`config.mk`:
```
export PLATFORM = sky130hd
export DESIGN_NAME = instr_queue
export DESIGN_NICKNAME = d
export VERILOG_FILES = /design/src/rtl/instr_queue.sv
export SDC_FILE = /design/constraint.sdc
export NUM_CORES = 1
export LEC_CHECK = 0
export BUFFER_PORTS_ARGS = -buffer_cell sky130_fd_sc_hd__clkbuf_2
export CORE_ASPECT_RATIO = 2
export CORE_MARGIN = 10
export CORE_UTILIZATION = 45
export CTS_CLUSTER_DIAMETER = 150
export DETAILED_ROUTE_END_ITERATION = 8
export HOLD_SLACK_MARGIN = 0.08
export PLACE_DENSITY = 0.73
export SYNTH_ARGS = -nofsm -noshare
export SYNTH_HDL_FRONTEND = slang
export SYNTH_SLANG_ARGS = --single-unit
```
`constraint.sdc`:
```
create_clock -name clk_i -period 6.6 [get_ports clk_i]
set_input_delay 1.32 -clock clk_i [delete_from_list [all_inputs] [get_ports clk_i]]
set_output_delay 1.32 -clock clk_i [all_outputs]
set_load 0.1 [all_outputs]
```
`src/rtl/instr_queue.sv`:
```
// Circular instruction FIFO between fetch_stage and decode, with redirect flush.
// Optional INSTR_QUEUE_BYPASS_EN: zero-latency pass-through when empty.
module instr_queue #(
  parameter int DEPTH = 8,
  parameter int ILEN  = 32
) (
  input  logic                     clk_i,
  input  logic                     rst_n_i,
  input  logic                     flush_i,
  input  logic                     issue_valid_i,
  output logic                     issue_ready_o,
  input  logic [ILEN-1:0]          instruction_i,
  output logic                     instr_valid_o,
  input  logic                     instr_ready_i,
  output logic [ILEN-1:0]          instruction_o,
  output logic [$clog2(DEPTH):0]   count_o
);

  localparam int AW = $clog2(DEPTH);
  localparam int PW = AW + 1;

  logic [ILEN-1:0] mem [DEPTH];
  logic [PW-1:0]   head;
  logic [PW-1:0]   tail;
  logic            empty;
  logic            full;
  logic            push;
  logic            pop;
  logic [ILEN-1:0] head_data;

  assign empty = (head == tail);
  assign full  = (head[AW-1:0] == tail[AW-1:0])
              && (head[AW] != tail[AW]);

  assign head_data     = mem[head[AW-1:0]];
  assign issue_ready_o = !full;
  assign count_o       = tail - head;

`ifdef INSTR_QUEUE_BYPASS_EN
  logic bypass;
  logic bypass_take;

  // Empty queue hands the fetched word straight to decode.
  assign bypass      = empty && issue_valid_i && !flush_i;
  assign bypass_take = bypass && instr_ready_i;

  assign push = issue_valid_i && issue_ready_o
             && !flush_i && !bypass_take;
  assign pop  = !empty && instr_ready_i && !flush_i;

  always_comb begin
    instr_valid_o = !empty || bypass;
    instruction_o = '0;
    if (!empty)
      instruction_o = head_data;
    else if (bypass)
      instruction_o = instruction_i;
  end
`else
  assign push = issue_valid_i && issue_ready_o && !flush_i;
  assign pop  = instr_valid_o && instr_ready_i && !flush_i;

  always_comb begin
    instr_valid_o = !empty;
    instruction_o = '0;
    if (!empty)
      instruction_o = head_data;
  end
`endif

  always_ff @(posedge clk_i or negedge rst_n_i) begin
    if (!rst_n_i) begin
      head <= '0;
      tail <= '0;
    end else if (flush_i) begin
      head <= '0;
      tail <= '0;
    end else begin
      if (push)
        tail <= tail + PW'(1);
      if (pop)
        head <= head + PW'(1);
    end
  end

  // Storage is deliberately left unreset.
  always_ff @(posedge clk_i) begin
    if (push)
      mem[tail[AW-1:0]] <= instruction_i;
  end

endmodule

```
==> flow_summary_export.csv <==
group,metric,value,unit
status,status,"completed",
synthesis,synth_cells,446,
timing,final_hold_viol_count,0,
cts,clock-root-buffer,"clkbuf_16",
synthesis,synth.yosys.seq_area_share,0.776,
pwr,power_per_cell_area,375,mW/mm^2
cts,total_cts_buffers,21,
critical_path,critical_path.max_stage_delay,950,ps
timing,period_needed,4970,ps
floorplan,chipWidth,126,um
cts,htreeDepth,1,
global_routing,grt.met2_usage,0.271,
cts,tritoncts,"built",
floorplan,std_cell_rows,77,
synthesis,syn-num-nets,489,
hold_path,min-delay-path-class,"in2async",
timing,timing.final.setup_violations,0,
floorplan,design.die.area,0.0293,mm^2
finish,final_area,0.0117,mm^2
synthesis,synth.yosys.warnings,0,
drt,drt_pre_antenna_iters,4,
finish,nNetsFinal,575,
timing,rsz_0062_raised_after_global_routing,"false",
pwr,worst_ir_drop_vdd,0.342,mV
global_routing,global_route.usage.total,0.142,
timing,final.period_utilization,0.752,
cts,cts_stage_hold_buffer_count,0,
flow_run,max_cap_viol_count,0,
synthesis,area_share_of_the_leading_cell_type_in_the_synthesized_netlist,0.757,
critical_path,timing.setup.critical_path_class,"reg2out",
global_routing,top_usage_layer,"met2",
drt,final_antenna_net_count,0,
finish,layout-area-overhead-vs-synth,15.0,%
floorplan,effective_utilization_at_floorplan,0.458,
drt,drt-wirelength-per-cell,25.1,um
drt,detail_route.vias_per_cell,5.67,
floorplan,top_level_pins,75,
timing,timing_worst_slew_pin_value,1220,ps
drt,drt-total-wl,20600,um
synthesis,ys_types,30,
synthesis,synth_top_cells_by_area,"edfxtp_1, mux4_2, a22o_1, dfrtp_1, ha_1",
global_routing,grt_max_degree,69,
cts,clkLatencyLatePin,510,ps
cts,cts_resized,0,
finish,number_of_filler_instances_in_the_final_layout,1708,
cts,clk_pin_slew,80,ps
drt,detailroute.via_count,4661,
global_routing,grt_pass1_wl,32000,um
global_routing,grt_pass1_vias,5169,
floorplan,core,0.0222,mm^2
placement,dp.final_hpwl,12000,um
critical_path,worstPathCellList,"ha_1 -> and3_1 -> a21oi_4 -> a22o_1 -> clkbuf_2",
synthesis,synth_ff_type,"edfxtp_1",
synthesis,mappedNetlistArea,0.0102,mm^2
timing,skew,15.8,ps
floorplan,floorplan.die.height,232,um
timing,slew-limit-headroom,0.188,
synthesis,syn_avg_cell_area,22.8,um^2
critical_path,worst_ep_arrival_time,3650,ps
critical_path,cp_slowest_cell,"a21oi_4",
timing,fin_setup_tns,0,ps
placement,dpl-instance-area,0.0109,mm^2
cts,cts_post_setup_buffers_inserted,0,
global_routing,globalRouteMet1Util,0.154,
critical_path,setup.worst_path.start_class,"flop",
cts,cts-root-to-sink-buffers,3,
timing,timing.final.max_slew_violations,0,
placement,placement.io_buffers,74,
global_routing,sum_of_overflow_across_all_layers_after_global_routing,0,
synthesis,synth-async-reset-ratio,0.0303,
finish,drive_gt1_frac,0.361,
global_routing,global_route.usage.met3,0.0178,
synthesis,synth_edf_count,256,
cts,clock_sink_count,264,
synthesis,synthDominantAreaCellType,"edfxtp_1",
critical_path,cp-end-kind,"output pin",
synthesis,postSynthRegisterBits,264,
drt,drc,0,
finish,layoutNonFillerInstCount,822,
timing,achievable-frequency,0.201,GHz
placement,placedCellCount,785,
pwr,leakage,3.81,nW
global_routing,antenna_found_initial,1,
critical_path,worstPathRequired,5280,ps
placement,routabilityCongestion,0.807,
drt,drt_iter0_drc,298,
critical_path,crit_fanout,32,
[worst max-delay path: cells and delay by family, from the launching register on]
kind                       cells  cell delay [ps]
buffers and inverters          1              480
adders and majority gates      1              390
and+or+nand+nor                1              280
AOI/OAI and AO/OA              2             1300
DFF                            1              660
[final cells by class]
cell class                      count  area [um^2]  share of cell area
Antenna cell                        1         2.50            0.000214
Clock buffer                       21          526              0.0450
Clock inverter                     15          234              0.0200
Inverter                            7         26.3             0.00225
Multi-Input combinational cell    153         2200               0.188
Sequential cell                   264         7890               0.676
Tap cell                          276          345              0.0296
Timing Repair Buffer               85          453              0.0388
[layout by cell type (no fill, tap or decap), types with 3 or more instances in the layout]
cell / n
clkbuf_16: 21
buf_4: 11
dfrtp_1: 6
nand2_1: 7
xor2_1: 3
mux4_2: 64
nand3_1: 3
edfxtp_1: 256
a21oi_1: 5
nor2_4: 6
bufinv_16: 6
nor2_1: 6
clkbuf_2: 74
clkinv_1: 3
inv_1: 7
xnor2_1: 6
ha_1: 5
a22o_1: 32
[metal layers]
layer	part of all wire	vias up
li1	-	2054
met1	0.36	2457
met2	0.57	116
met3	0.040	34
met4	0.026	0
met5	0	-
[per-stage QoR]
stage	util	power [mW]	hold WS (ps)	setup slack, ps
after CTS	0.527	4.43	626	1510
after global routing	0.527	4.54	640	1410
after floorplan	-	2.86	556	1990
after detailed placement	0.493	3.06	667	2070
after global placement	0.493	3.04	634	2140
final	0.527	4.38	650	1630
[cell usage after synthesis, types with 4 or more instances]
| cell | count |
|---|---|
| buf_4 | 4 |
| a21oi_1 | 5 |
| mux4_2 | 64 |
| a22o_1 | 32 |
| xnor2_1 | 6 |
| clkbuf_1 | 5 |
| buf_2 | 10 |
| ha_1 | 5 |
| nand2_1 | 7 |
| dfrtp_1 | 8 |
| inv_1 | 7 |
| edfxtp_1 | 256 |
| nor2_1 | 12 |
[state kept, by name (all words and copies together) (netlist names)]
register / count
head: 4
mem: 256
tail: 4
[where the power goes]
| group | leakage [nW] | internal (mW) | total, mW | switching, mW |
|---|---|---|---|---|
| Combinational | 1.02 | 0.271 | 1.11 | 0.835 |
| Clock | 0.365 | 0.820 | 1.38 | 0.564 |
| Sequential | 2.42 | 1.86 | 1.89 | 0.0292 |
[path summary, 6_finish.rpt]
kind | endpoint | cells after the start | start | slack (ps)
setup reg to reg | mem[4][6] | 6 | head[0] | 3730
hold / removal | head[1] | 1 | rst_n_i | 650
hold reg to reg | tail[2] | 2 | tail[2] | 690
setup / recovery | instruction_o[4] | 5 | head[0] | 1630
max in group asynchronous | head[0] | 1 | rst_n_i | 5730
min in group clk_i | tail[2] | 2 | tail[2] | 690
[logic make-up (layout without fill, tap and decap cells)]
family                   Yosys count  in the layout  share of synthesized area
AND/OR/NAND/NOR                   29             29                     0.0135
flip-flops                       264            264                      0.776
multiplexers                      64             64                      0.142
other                              0              1                          0
buffers and inverters             29            128                     0.0142
XOR/XNOR                          10             10                     0.0105
adder cells (fa/ha/maj)            6              6                    0.00813
AO/OA/AOI/OAI                     44             44                     0.0353
Note: power is estimated with default switching activity, not from simulation.
